--- src/rtl/mem_ctrl_burst.sv ---
// Byte-serial RAM controller arbitrating LSB loads/stores and icache line fills on one 8-bit port.
// MEMCTRL_PREEMPT_EN: let a pending LSB request suspend a fill at a word boundary.
module mem_ctrl_burst #(
  parameter int ADDR_WIDTH   = 32,
  parameter int LINE_WORDS   = 4,
  parameter int LSB_ID_WIDTH = 4,
  localparam int IDX_W       = (LINE_WORDS > 1) ? $clog2(LINE_WORDS) : 1
) (
  input  logic                    clk,
  input  logic                    rst_in,
  input  logic                    rdy_in,
  input  logic [7:0]              mem_din,
  output logic [7:0]              mem_dout,
  output logic [ADDR_WIDTH-1:0]   mem_aout,
  output logic                    mem_rw,
  input  logic                    io_buffer_full,
  input  logic                    lsb_req,
  input  logic                    lsb_we,
  input  logic [ADDR_WIDTH-1:0]   lsb_addr,
  input  logic [1:0]              lsb_size,
  input  logic                    lsb_signed,
  input  logic [31:0]             lsb_wdata,
  input  logic [LSB_ID_WIDTH-1:0] lsb_tag,
  output logic                    lsb_done,
  output logic [31:0]             lsb_rdata,
  output logic [LSB_ID_WIDTH-1:0] lsb_done_tag,
  input  logic                    ic_req,
  input  logic [ADDR_WIDTH-1:0]   ic_addr,
  input  logic                    flush,
  output logic                    ic_word_valid,
  output logic [31:0]             ic_word,
  output logic [IDX_W-1:0]        ic_word_idx,
  output logic                    ic_done,
  output logic                    busy
);

  localparam int LINE_BYTES = 4 * LINE_WORDS;
  localparam int PTR_W      = $clog2(LINE_BYTES) + 1;
  typedef logic [PTR_W-1:0] ptr_t;

  typedef enum logic [2:0] {IDLE, LSB_RD, LSB_WR, IC_RD, DRAIN} state_t;

  state_t                  state, next_state;
  logic [ADDR_WIDTH-1:0]   base_addr, cur_addr;
  ptr_t                    cnt, ip, cp, eff_ip;
  logic                    inflight, rdy_q;
  logic [1:0]              size_q;
  logic                    signed_q;
  logic [31:0]             wdata_q, asm_q, asm_next;
  logic [LSB_ID_WIDTH-1:0] tag_q;
  logic                    resume, rd_state, addr_live, io_stall, ic_flush;
  logic                    issue, capture, last_cap, last_issue, word_end, idle_free;
`ifdef MEMCTRL_PREEMPT_EN
  logic                    susp, preempt;
  ptr_t                    susp_ptr;
`endif

  function automatic ptr_t lsb_bytes(input logic [1:0] sz);
    case (sz)
      2'd0:    return ptr_t'(1);
      2'd1:    return ptr_t'(2);
      default: return ptr_t'(4);
    endcase
  endfunction

  function automatic logic [31:0] extend_load(input logic [31:0] w, input logic [1:0] sz,
                                              input logic sgn);
    case (sz)
      2'd0:    return {{24{sgn & w[7]}}, w[7:0]};
      2'd1:    return {{16{sgn & w[15]}}, w[15:0]};
      default: return w;
    endcase
  endfunction

  // After an rdy_in stall, issue restarts at the first byte not yet captured.
  always_comb begin
    resume     = rdy_in && !rdy_q;
    eff_ip     = resume ? cp : ip;
    rd_state   = (state == LSB_RD) || (state == IC_RD) || (state == DRAIN);
    addr_live  = (rd_state || (state == LSB_WR)) && (eff_ip < cnt);
    cur_addr   = base_addr + ADDR_WIDTH'(eff_ip);
    io_stall   = (state == LSB_WR) && (cur_addr[17:16] == 2'b11) && io_buffer_full;
    ic_flush   = flush && ((state == IC_RD) || (state == DRAIN));
    issue      = rdy_in && addr_live && !io_stall && !ic_flush;
    capture    = rdy_in && !resume && inflight && rd_state && !ic_flush;
    last_cap   = capture && (cp == cnt - ptr_t'(1));
    last_issue = issue && (eff_ip == cnt - ptr_t'(1));
    word_end   = capture && (cp[1:0] == 2'b11);
    idle_free  = !lsb_done && !ic_done;
    asm_next   = asm_q;
    asm_next[{cp[1:0], 3'b000} +: 8] = mem_din;
  end

`ifdef MEMCTRL_PREEMPT_EN
  assign preempt = (state == IC_RD) && issue && (eff_ip[1:0] == 2'b11) &&
                   (eff_ip < ptr_t'(LINE_BYTES - 4)) && lsb_req;
`endif

  always_ff @(posedge clk) begin
    if (rst_in) state <= IDLE;
    else        state <= next_state;
  end

  always_comb begin
    next_state = state;
    if (rdy_in) begin
      case (state)
        IDLE: begin
          if (idle_free) begin
            if (lsb_req)     next_state = lsb_we ? LSB_WR : LSB_RD;
            else if (ic_req) next_state = IC_RD;
          end
        end
        LSB_RD: if (last_cap)   next_state = IDLE;
        LSB_WR: if (last_issue) next_state = IDLE;
        IC_RD: begin
          if (ic_flush || last_cap) next_state = IDLE;
`ifdef MEMCTRL_PREEMPT_EN
          else if (preempt)         next_state = DRAIN;
`endif
        end
        DRAIN:  if (ic_flush || last_cap) next_state = IDLE;
        default: next_state = IDLE;
      endcase
    end
  end

  always_comb begin
    busy     = (state != IDLE);
    mem_aout = addr_live ? cur_addr : '0;
    mem_rw   = issue && (state == LSB_WR);
    mem_dout = (addr_live && (state == LSB_WR)) ? wdata_q[{eff_ip[1:0], 3'b000} +: 8] : 8'h00;
  end

  always_ff @(posedge clk) begin
    if (rst_in) begin
      base_addr     <= '0;
      cnt           <= '0;
      ip            <= '0;
      cp            <= '0;
      inflight      <= 1'b0;
      rdy_q         <= 1'b1;
      size_q        <= '0;
      signed_q      <= 1'b0;
      wdata_q       <= '0;
      tag_q         <= '0;
      asm_q         <= '0;
      lsb_done      <= 1'b0;
      lsb_rdata     <= '0;
      lsb_done_tag  <= '0;
      ic_word_valid <= 1'b0;
      ic_word       <= '0;
      ic_word_idx   <= '0;
      ic_done       <= 1'b0;
`ifdef MEMCTRL_PREEMPT_EN
      susp          <= 1'b0;
      susp_ptr      <= '0;
`endif
    end else begin
      rdy_q         <= rdy_in;
      lsb_done      <= 1'b0;
      lsb_rdata     <= '0;
      lsb_done_tag  <= '0;
      ic_word_valid <= 1'b0;
      ic_word       <= '0;
      ic_word_idx   <= '0;
      ic_done       <= 1'b0;
      if (rdy_in) begin
        if (state == IDLE) begin
          inflight <= 1'b0;
          if (idle_free && (lsb_req || ic_req)) begin
            asm_q <= '0;
            ip    <= '0;
            cp    <= '0;
            if (lsb_req) begin
              base_addr <= lsb_addr;
              cnt       <= lsb_bytes(lsb_size);
              size_q    <= lsb_size;
              signed_q  <= lsb_signed;
              wdata_q   <= lsb_wdata;
              tag_q     <= lsb_tag;
            end else begin
              base_addr <= ic_addr;
              cnt       <= ptr_t'(LINE_BYTES);
`ifdef MEMCTRL_PREEMPT_EN
              if (susp && !flush) begin
                ip <= susp_ptr;
                cp <= susp_ptr;
              end
              susp <= 1'b0;
`endif
            end
          end
        end else begin
          ip       <= issue ? eff_ip + ptr_t'(1) : eff_ip;
          inflight <= issue && rd_state;
          if (capture) begin
            cp    <= cp + ptr_t'(1);
            asm_q <= asm_next;
          end
          // Stores have nothing to capture: a byte counts as done once written.
          if ((state == LSB_WR) && issue) cp <= eff_ip + ptr_t'(1);
          if ((state == LSB_RD) && last_cap) begin
            lsb_done     <= 1'b1;
            lsb_rdata    <= extend_load(asm_next, size_q, signed_q);
            lsb_done_tag <= tag_q;
          end
          if ((state == LSB_WR) && last_issue) begin
            lsb_done     <= 1'b1;
            lsb_done_tag <= tag_q;
          end
          if (word_end && ((state == IC_RD) || (state == DRAIN))) begin
            ic_word_valid <= 1'b1;
            ic_word       <= asm_next;
            ic_word_idx   <= cp[IDX_W+1:2];
            ic_done       <= (state == IC_RD) && last_cap;
          end
`ifdef MEMCTRL_PREEMPT_EN
          // DRAIN collects only the word already on the wire, then hands over.
          if (preempt) begin
            cnt      <= eff_ip + ptr_t'(1);
            susp_ptr <= eff_ip + ptr_t'(1);
          end
          if ((state == DRAIN) && last_cap) susp <= 1'b1;
`endif
        end
`ifdef MEMCTRL_PREEMPT_EN
        if (flush && susp) susp <= 1'b0;
`endif
      end
    end
  end

endmodule

--- config.mk ---
export PLATFORM = sky130hd
export DESIGN_NAME = mem_ctrl_burst
export DESIGN_NICKNAME = d
export VERILOG_FILES = /design/src/rtl/mem_ctrl_burst.sv
export SDC_FILE = /design/constraint.sdc
export NUM_CORES = 1
export LEC_CHECK = 0
export BUFFER_PORTS_ARGS = -buffer_cell sky130_fd_sc_hd__clkbuf_2
export CORE_MARGIN = 1.5
export CORE_UTILIZATION = 30
export DETAILED_ROUTE_END_ITERATION = 8
export SLEW_MARGIN = 20
export SYNTH_ARGS = -nofsm -noshare
export SYNTH_HDL_FRONTEND = slang
export SYNTH_SLANG_ARGS = --single-unit
export TNS_END_PERCENT = 10
--- constraint.sdc ---
create_clock -name clk -period 6.5 [get_ports clk]
set_clock_uncertainty 0.15 [all_clocks]
set_input_delay 0.325 -clock clk [delete_from_list [all_inputs] [get_ports clk]]
set_output_delay 0.325 -clock clk [all_outputs]
set_load 0.03 [all_outputs]
# Yosys cells after proc, flatten, opt, wreduce, memory -nomap -nowiden
# Cells that the tools add are included.
# totals
ff_bits	196
inputBits	119
out_inout_bits	115
wordCells	132
# op_classes
n_addsub	5
magnitude_cmp	1
eq_ne	16
n_shift	3
muxes	31
bitwise	5
reduce_logical	52
# op_table
op	count
32-bit two-way mux	5
32-bit one-hot mux with 2 select lines	1
5-bit two-way mux	8
32-bit by 5-bit adder with 32-bit output	1
32-bit bitwise mux	1
8-bit by 7-bit variable shift with 32-bit output (first input constant)	1
32-bit by 6-bit indexed part select with 8-bit output	1
8-bit by 7-bit indexed part select with 32-bit output	1
1-bit logical AND	24
3-bit two-way mux	6
3-bit one-hot mux with 4 select lines	1
5-bit by 1-bit adder with 5-bit output (second input constant)	2
5-bit == test	2
3-bit AND reduction	3
4-bit two-way mux	2
8-bit two-way mux	1
4-bit OR reduction	2
5-bit negation with 7-bit output	1
3-bit by 2-bit == test with 1-bit output (second input constant)	2
1-bit logical NOT	6
1-bit logical OR	6
2-bit inequality test (second input constant)	3
3-bit one-hot mux with 2 select lines	1
6-bit AND reduction	1
other kinds (20)	31

# Logic depth before layout (Yosys ltp)
# Gate-level depths: netlist of the first run.
# depth
depth_word	13
mapped_depth	15
depth_no_buf	12

# Worst setup path before layout of the first run
# Ideal clock, no wire load.
# synth_timing
path_type	register to output
start	register rdy_q
end	output mem_aout[10]
arrival_ps	3366
required_ps	6025
slack_ps	2659
stages_incl_launch_ff	14
n_path_buf	2
path_cell_list	dfxtp_1 nand2b_1 buf_6 mux2i_1 buf_2 inv_1 ha_1 fa_1 a211o_1 a31oi_1 nor2_1 and3_1 xnor2_1 nor2_1
# synth_via
elab_chain_cells	6
elab_cells_between_ends	7
classes_between	1 x add/sub; 1 x order compare; 2 x mux; 3 x reduce/logical
# synth_rtl
element	line	source
start, declared	46	logic inflight, rdy_q;
start signal, assigned	160	rdy_q <= rdy_in;
1-bit logical NOT (*)	77	resume = rdy_in && !rdy_q;
1-bit logical AND (*)	77	
5-bit two-way mux (*)	78	eff_ip = resume ? cp : ip;
parallel branches: the longest is 2 deep, another holds 32-bit by 5-bit adder with 32-bit output	n/a	
32-bit two-way mux (*)	130	mem_aout = addr_live ? cur_addr : '0;
end, declared	14	output logic [ADDR_WIDTH-1:0] mem_aout,
# Mark *: on every way between the ends.

# Worst setup path in the final report of the first run
# layout_timing
start	register rdy_q
end	output mem_rw
# layout_via
elab_chain_cells	11
elab_cells_between_ends	14
classes_between	1 x add/sub; 1 x order compare; 1 x eq/ne; 1 x mux; 10 x reduce/logical
# layout_rtl
element	line	source
1-bit logical NOT (*)	77	
1-bit logical AND (*)	77	
5-bit two-way mux (*)	78	
32-bit by 5-bit adder with 32-bit output	81	cur_addr = base_addr + ADDR_WIDTH'(eff_ip);
2-bit == test	82	io_stall = (state == LSB_WR) && (cur_addr[17:16] == 2'b11) && io_buffer_full;
1-bit logical AND (2 in series)	82	
1-bit logical NOT	84	issue = rdy_in && addr_live && !io_stall && !ic_flush;
1-bit logical AND (*) (2 in series)	84	
1-bit logical AND (*)	131	mem_rw = issue && (state == LSB_WR);
end, declared	15	output logic mem_rw,
# Every way passes the cells marked *; elsewhere a longest branch is shown, timed or not.

==> results.toml, run 1 <==
[die]
die_x_um = 174.5
io_pins = 234
fp.coreArea_sq_um = 28860
die_area_sq_um = 30450
fp-row-count = 62
start_util = 0.3057
die_h_um = 174.5

[critical_path]
end_kind = "output pin"
slowest_stage = "mux2i_2"
cp.depth = 10
path_cells = "nand2b_1 -> mux2i_2 -> inv_1 -> fa_1 -> a211o_1 -> a31oi_1 -> nor4bb_1 -> o31ai_1 -> and4_1 -> clkbuf_2"
cpPeakStageDelay_ps = 790
cp_max_fo = 11
cp_top_family = "compound AO/OA/AOI/OAI gates"
crit_required_ps = 6020
crit_type = "flop to output pin"
r2r-start = "rdy_q$_SDFF_PP1_"
reg2reg_to = "lsb_done_tag[0]$_SDFF_PP0_"
cp-start-kind = "flop"
crit_start = "rdy_q$_SDFF_PP1_"
reg2reg_depth = 11
critPathArrivalTime_ps = 4790
crit_buf_inv = 2
reg2reg_slack_ps = 1720
crit_path_end = "mem_rw"

[placement]
port_buffers = 233
dp_slack_ps = 1267
place.gp.congestion = 0.8587
hpwl_um = 18230

[timing]
fin_ws_ps = 1236
finalHoldViolations = 0
finalSetupViolCount = 0
post-route-period-util = 0.8099
fin_crit_ps = 5264
tightest_slew_ps = 984.4
fmax_mhz = 190.0
slew_headroom = 0.3387
finalSetupTns_ps = 0
finalMaxSlewViolations = 0
grt_setup_unrepaired = "false"

[logic_synthesis]
synth_area_leader_cell = "dfxtp_1"
synth_area_per_cell_sq_um = 8.394
synth_cells = 1051
synth_top_family_by_area = "simple AND/OR/NAND/NOR gates"
synth_edf_count = 0
synthDistinctLibCells = 65
synth_ff_type = "dfxtp_1"
synth_xor_area_frac = 0.03971
synthAdderAreaFrac = 0.02780
synthTopCellsByArea = "dfxtp_1, a21oi_1, nor2_1"
yosys.area_share.simple = 0.2387
synth_area_sq_um = 8822
yosysWarnings = 0
synth-seq-cells = 194
ys_seq_area_frac = 0.4402
synth_mux_area_frac = 0.06453
async_flop_share = 0
synth_compound_area_frac = 0.1469
synth_top_cell_area_share = 0.4402
synth_nets = 1189

[routing]
drc = 0
vias = 7990
routed_wl_um = 25750
drt_iter0_drc = 362
vias_per_cell = 4.753
dr.pass1.iters = 5
antenna_left = 0
wl_per_cell_um = 15.32

[flow_run]
drv_cap = 0

[pwr]
power_frac_seq = 0.470
power.density_nw_per_um2 = 238.5
p_int_uw = 1939
switchingPower_uw = 749.7
pwr-share-clk = 0.414
p_leak_uw = 0.004638
combPwrFrac = 0.116
peakVddDrop_v = 0.0001752
switching_share = 0.2789

[cells_and_area]
final_cell_mix = "clkbuf_2, dfxtp_1, nor2_1"
layout-drive-gt1-share = 0.2367
fillers = 3019
area_growth_pct = 27.74
final_util = 0.3905
fin_nets = 1423
diodes = 0
final_common_cell = "clkbuf_2"

[run_status]
status = "finished, final reports clean"

[clocking]
cts_htree_levels = 4
post_cts_resize_count = 0
cts_setup_buffers = 0
cts_buffers = 17
numClockSinks = 194
root_buffer = "clkbuf_16"
cts_tree = "built"
worstSkewPairLatency_ps = 440
clkTransAtPathRegs_ps = 70
clk_path_buf_depth = 2

[global_routing]
grt_max_degree = 86
grt_pass1_vias = 7604
grtUsageTotal = 0.1700
grt_pass1_wl_um = 41030
antenna_found_initial = 0
overflow = 0

[min_path]
min-delay-path-class = "primary input to flop"
worst min-delay path by stage:
stage	startpoint	end	slack (ps)	cells after the start
finish	lsb_size[0]	size_q[0]$_SDFFE_PP0P_	40	3
global placement	tag_q[1]$_SDFFE_PP0P_	lsb_done_tag[1]$_SDFF_PP0_	290	1
CTS	lsb_size[0]	size_q[0]$_SDFFE_PP0P_	8	3
floorplan	ip[0]$_SDFFE_PP0P_	ip[0]$_SDFFE_PP0P_	270	2
global route	lsb_size[0]	size_q[0]$_SDFFE_PP0P_	20	3
detailed placement	tag_q[1]$_SDFFE_PP0P_	lsb_done_tag[1]$_SDFF_PP0_	290	1
logic make-up after synthesis:
family / Yosys count
AO/OA/AOI/OAI: 217
XOR/XNOR: 40
adder cells (fa/ha/maj): 19
buffers and inverters: 88
flip-flops: 194
multiplexers: 46
AND/OR/NAND/NOR: 447
flip-flops by register name (all words and copies together), names as in the netlist, 4 cells and up:
register,cells
lsb_done_tag,4
cp,5
asm_q,32
wdata_q,32
ic_word,32
tag_q,4
ip,5
cnt,4
base_addr,32
lsb_rdata,32
per-stage QoR:
| step | total power, uW | hold slack, ps | cell area (sq um) | instances |
|---|---|---|---|---|
| after floorplan | 1479 | 274.8 | 8822 | 1051 |
| after global placement | 1582 | 286.3 | 10280 | 1613 |
| after detailed placement | 1586 | 290.3 | 10280 | 1613 |
| after CTS | 2719 | 8.300 | 11270 | 1681 |
| after global routing | 2807 | 22.47 | 11270 | 1681 |
| final | 2688 | 41.22 | 11270 | 1681 |
power groups by stage:
stage | combinational [uW] | clock, uW | sequential [uW]
detailed placement | 293 | 0 | 1290
global placement | 292 | 0 | 1290
finish | 312 | 1110 | 1260
CTS | 313 | 1140 | 1260
global route | 345 | 1190 | 1270
floorplan | 200 | 0 | 1280
synthesized netlist by cell type (2+ instances only):
| cell type | number |
|---|---|
| buf_2 | 16 |
| and3_2 | 4 |
| or3_1 | 6 |
| nor3_1 | 10 |
| or2_2 | 5 |
| a22oi_1 | 8 |
| xnor2_1 | 29 |
| mux4_2 | 8 |
| and2_1 | 15 |
| nor3b_1 | 3 |
| nor2_1 | 170 |
| nor4bb_1 | 2 |
| a21oi_1 | 129 |
| o2bb2ai_1 | 2 |
| nand2b_1 | 17 |
| o31ai_1 | 5 |
| nand3_1 | 16 |
| a31oi_1 | 2 |
| nor2b_1 | 28 |
| and3_1 | 14 |
| o21ai_0 | 21 |
| inv_1 | 24 |
| clkbuf_1 | 42 |
| nor4_1 | 3 |
| nand3b_1 | 2 |
| xor2_1 | 11 |
| and4_1 | 5 |
| nand2_1 | 127 |
| nand4_1 | 8 |
| nor4_2 | 3 |
| dfxtp_1 | 194 |
| ha_1 | 18 |
| mux2i_1 | 36 |
| buf_1 | 2 |
| a211oi_1 | 36 |
final cells by class:
class	count	area (sq um)	share of cell area
Clock inverter	14	193.9	0.01721
Multi-Input combinational cell	769	4593	0.4076
Sequential cell	194	3884	0.3446
Clock buffer	17	425.4	0.03775
Timing Repair Buffer	278	1599	0.1419
Inverter	25	93.84	0.008327
Tap cell	384	480.5	0.04263
what timing repair did:
action | CTS | global route
hold buffers | 37 | 0
endpoints found under the setup margin | 0 | 0
endpoints found under the hold margin | 37 | 0
worst reg2reg max path, stage by stage (launching register included):
cell	delay, ps
dfxtp_1	350
nand2b_1	330
mux2i_2	790
inv_1	320
fa_1	510
a211o_1	340
a31oi_1	350
nor4bb_1	130
o31ai_1	440
a21oi_1	270
o41ai_4	550
and2_1	190
metal layers:
metal,GRT usage,routed length [um],vias up
met5,0,0,-
met4,0.03520,250,0
met3,0.03893,1672,18
met2,0.2865,12340,282
met1,0.2214,11490,3646
li1,-,-,4044
(Power assumes the default switching activity.)
==> run 2: changes to the inputs <==
==> constraint.sdc (replaced) <==
create_clock -name clk -period 5.2 [get_ports clk]
set_clock_uncertainty 0.15 [all_clocks]
set_input_delay 0.26 -clock clk [delete_from_list [all_inputs] [get_ports clk]]
set_output_delay 0.26 -clock clk [all_outputs]
set_load 0.03 [all_outputs]
==> run 2 against run 1 <==
  * Clock power up 20%
  * Critical path type unchanged
  * Via count up 2.3%
  * Critical endpoint unchanged
  * Critical path depth up 1
  * Global-route usage grew 0.16 points
  * Sequential power rose by 25%
  * Largest power group unchanged
  * Die area is the same
==> results.toml, run 2 (synthesized netlist as in run 1, its figures left out) <==
[timing]
finalHoldViolations = 0
fin_ws_ps = 553.7
slew_headroom = 0.3406
grt_setup_unrepaired = "false"
fmax_mhz = 215.2
post-route-period-util = 0.8935
fin_crit_ps = 4646
finalSetupViolCount = 0
finalMaxSlewViolations = 0
finalSetupTns_ps = 0
tightest_slew_ps = 985.4

[clocking]
cts_tree = "built"
cts_htree_levels = 4
worstSkewPairLatency_ps = 440
cts_buffers = 17
clk_path_buf_depth = 2
root_buffer = "clkbuf_16"
clkTransAtPathRegs_ps = 80
post_cts_resize_count = 0
numClockSinks = 194

[run_status]
status = "finished, final reports clean"

[cells_and_area]
final_cell_mix = "clkbuf_2, dfxtp_1, nor2_1"
final_common_cell = "clkbuf_2"
fin_nets = 1454
layout-drive-gt1-share = 0.2325
final_util = 0.4001
area_growth_pct = 30.88
diodes = 0

[pwr]
peakVddDrop_v = 0.0002103
power_uw = 3326
p_leak_uw = 0.004763
power.density_nw_per_um2 = 288.1

[die]
die_h_um = 174.5
fp.coreArea_sq_um = 28860
fp-row-count = 62
die_area_sq_um = 30450
io_pins = 234
die_x_um = 174.5
start_util = 0.3057

[placement]
place.gp.congestion = 0.8478
hpwl_um = 18350
dp_slack_ps = 831.8
port_buffers = 233

[critical_path]
crit_required_ps = 4790
cp_max_fo = 11
critPathArrivalTime_ps = 4240
cp-start-kind = "flop"
end_kind = "output pin"
crit_type = "flop to output pin"

[global_routing]
grt_pass1_vias = 8039
grt_pass1_wl_um = 41750
grt_max_degree = 87
overflow = 0
antenna_found_initial = 0
grtUsageTotal = 0.1716

[routing]
vias = 8174
routed_wl_um = 26130
antenna_left = 0
wl_per_cell_um = 15.25
drt_iter0_drc = 492
drc = 0
vias_per_cell = 4.772
dr.pass1.iters = 7

[flow_run]
drv_cap = 0

[min_path]
min-delay-path-class = "primary input to flop"
## run 2: worst paths after layout
kind | startpoint | end | slack, ps | cells past startpoint
max | rdy_q$_SDFF_PP1_ | mem_rw | 550 | 11
min | ic_addr[5] | base_addr[5]$_SDFFE_PP0P_ | 5 | 3
max reg2reg | rdy_q$_SDFF_PP1_ | lsb_done_tag[1]$_SDFF_PP0_ | 1000 | 12
min reg2reg | tag_q[1]$_SDFFE_PP0P_ | tag_q[1]$_SDFFE_PP0P_ | 300 | 2
## run 2: cell type report
type,count,area [sq um]
multi-input combinational,769,4591
timing repair buffer,309,1902
inverter,25,93.84
tap,384,480.5
clock buffer,18,429.2
sequential,194,3884
clock inverter,14,166.4
fill,2962,17310
## run 2: per-stage QoR
| stage | area [sq um] | hold slack, ps | cells |
|---|---|---|---|
| after floorplan | 8822 | 246.0 | 1051 |
| after global placement | 10300 | 287.4 | 1616 |
| after detailed placement | 10300 | 293.6 | 1616 |
| after CTS | 11550 | 0.2111 | 1713 |
| after global routing | 11550 | 19.89 | 1713 |
| final | 11550 | 4.674 | 1713 |
## run 2: worst max-delay path, stage by stage, from the launching register on
cell	delay, ps
dfxtp_1	330
nand2b_1	320
mux2i_2	240
buf_4	240
inv_1	160
fa_1	460
a211o_1	340
a31oi_1	370
nor4bb_1	130
o31ai_1	450
and4_1	460
clkbuf_2	290
## run 2: power by group
group | leakage (uW) | internal, uW | switching, uW | total (uW)
clock | 0.000286 | 687 | 648 | 1330
sequential | 0.00157 | 1530 | 49.1 | 1580
combinational | 0.00290 | 172 | 239 | 412
## run 2: timing repair
item	in CTS	in global routing
hold buffers	65	0
hold endpoints to repair	56	0
buffers inserted	0	0
## run 2: layer usage
layer | up-vias | GRT usage | wire, um
met4 | 0 | 0.04634 | 247
met3 | 18 | 0.03587 | 1718
li1 | 4104 | - | -
met1 | 3741 | 0.2160 | 11570
met5 | - | 0 | 0
met2 | 311 | 0.2960 | 12590
==> run 3: changes to the inputs <==
==> constraint.sdc (replaced) <==
create_clock -name clk -period 5.3 [get_ports clk]
set_clock_uncertainty 0.15 [all_clocks]
set_input_delay 0.265 -clock clk [delete_from_list [all_inputs] [get_ports clk]]
set_output_delay 0.265 -clock clk [all_outputs]
set_load 0.03 [all_outputs]
==> run 3 against run 2 <==
  * Non-clock buffer count fell by 5
  * Clock power barely moved
  * Wire length fell by 1.3%
  * Largest power group unchanged
  * Highest routed layer unchanged
==> results.toml, run 3 (synthesized netlist as in run 1, its figures left out) <==
[cells_and_area]
layout-drive-gt1-share = 0.2341
multi_input_area_sq_um = 4591
final_cell_mix = "clkbuf_2, dfxtp_1, nor2_1"
area_growth_pct = 30.42
fin_nets = 1449
fillers = 2964
diodes = 0
final_common_cell = "clkbuf_2"
fin_area_sq_um = 11510
area.sequential_sq_um = 3884

[critical_path]
critPathArrivalTime_ps = 4320
crit_required_ps = 4890
cp-start-kind = "flop"
cp_max_fo = 11
reg2reg_depth = 12
crit_type = "flop to output pin"
end_kind = "output pin"

[timing]
slew_headroom = 0.2921
tightest_slew_ps = 1054
grt_setup_unrepaired = "false"
post-route-period-util = 0.8936
finalSetupViolCount = 0
finalSetupTns_ps = 0
fin_ws_ps = 564.0
finalHoldViolations = 0
fin_crit_ps = 4736
finalMaxSlewViolations = 0
fmax_mhz = 211.1

[placement]
place.gp.congestion = 0.8402
hpwl_um = 18310
dpl_cell_area_sq_um = 10300
port_buffers = 233
dp_slack_ps = 884.9

[global_routing]
grtUsageTotal = 0.1713
overflow = 0
grt_pass1_vias = 7945
grt_max_degree = 87
grt_pass1_wl_um = 41620
antenna_found_initial = 0

[routing]
vias_per_cell = 4.769
top_layer_used = "met4"
drt_iter0_drc = 386
wl_met3_um = 1666
wl_per_cell_um = 15.11
drc = 0
dr.pass1.iters = 5
vias = 8145
route.met2.wl_um = 12560
routed_wl_um = 25800
drt-met1-wl_um = 11360
antenna_left = 0

[die]
die_x_um = 174.5
die_area_sq_um = 30450
die_h_um = 174.5
start_util = 0.3057
fp-row-count = 62
io_pins = 234
fp.coreArea_sq_um = 28860

[clocking]
post_cts_resize_count = 0
numClockSinks = 194
clk_path_buf_depth = 2
clkTransAtPathRegs_ps = 90
cts_tree = "built"
root_buffer = "clkbuf_16"
worstSkewPairLatency_ps = 440
cts_hold_buf = 60
cts_setup_buffers = 0
cts_htree_levels = 4
cts_buffers = 17

[pwr]
peakVddDrop_v = 0.0002627
p_leak_uw = 0.004751
power_uw = 3251
power.density_nw_per_um2 = 282.6

[flow_run]
drv_cap = 0

[min_path]
whs_path_depth = 3
min-delay-path-class = "primary input to flop"

[run_status]
status = "finished, final reports clean"
==> run 3: changes by cell type in the layout (fill, tap and decap cells not counted), sizes merged <==
cell,previous run,this run
bufinv,1,0
clkbuf,250,249
clkinv,7,8
clkinvlp,2,0
dlygate4sd3,65,60
inv,29,32
==> run 3: worst max-delay path, stage by stage (launching register included) <==
cell	delay, ps
dfxtp_1	340
nand2b_1	330
mux2i_2	240
buf_4	230
inv_1	170
fa_1	470
a211o_1	340
a31oi_1	360
nor4bb_1	130
o31ai_1	520
and4_1	470
clkbuf_2	280
==> run 3: layout make-up <==
type	instances	share of cell area
clock buffer	17	0.03697
clock inverter	15	0.01566
inverter	25	0.008156
multi-input combinational	769	0.3990
sequential	194	0.3375
tap	384	0.04176
timing repair buffer	304	0.1609
==> run 3: worst paths after layout <==
path	startpoint	end	slack, ps
max	rdy_q$_SDFF_PP1_	mem_rw	560
max reg2reg	rdy_q$_SDFF_PP1_	lsb_done_tag[3]$_SDFF_PP0_	990
min	ic_addr[5]	base_addr[5]$_SDFFE_PP0P_	10
min reg2reg	tag_q[1]$_SDFFE_PP0P_	tag_q[1]$_SDFFE_PP0P_	300
==> run 3: report_power, final <==
group / switching [uW] / total (uW) / internal [uW]
Combinational: 233 / 399 / 166
Sequential: 48.2 / 1550 / 1500
Clock: 657 / 1300 / 644
==> run 3: per-layer routing <==
metal	global-route usage	vias up
met5	0	-
met4	0.04131	0
met3	0.03565	19
met2	0.2957	283
met1	0.2175	3749
li1	-	4094
==> run 3: through the flow <==
step | hold slack [ps] | instances | util
6_report | 10.57 | 1708 | 0.3987
5_1_grt | 11.95 | 1708 | 0.3987
4_1_cts | 0.7022 | 1708 | 0.3987
3_5_place_dp | 291.8 | 1616 | 0.3569
3_3_place_gp | 290.6 | 1616 | 0.3569
2_1_floorplan | 251.0 | 1051 | -
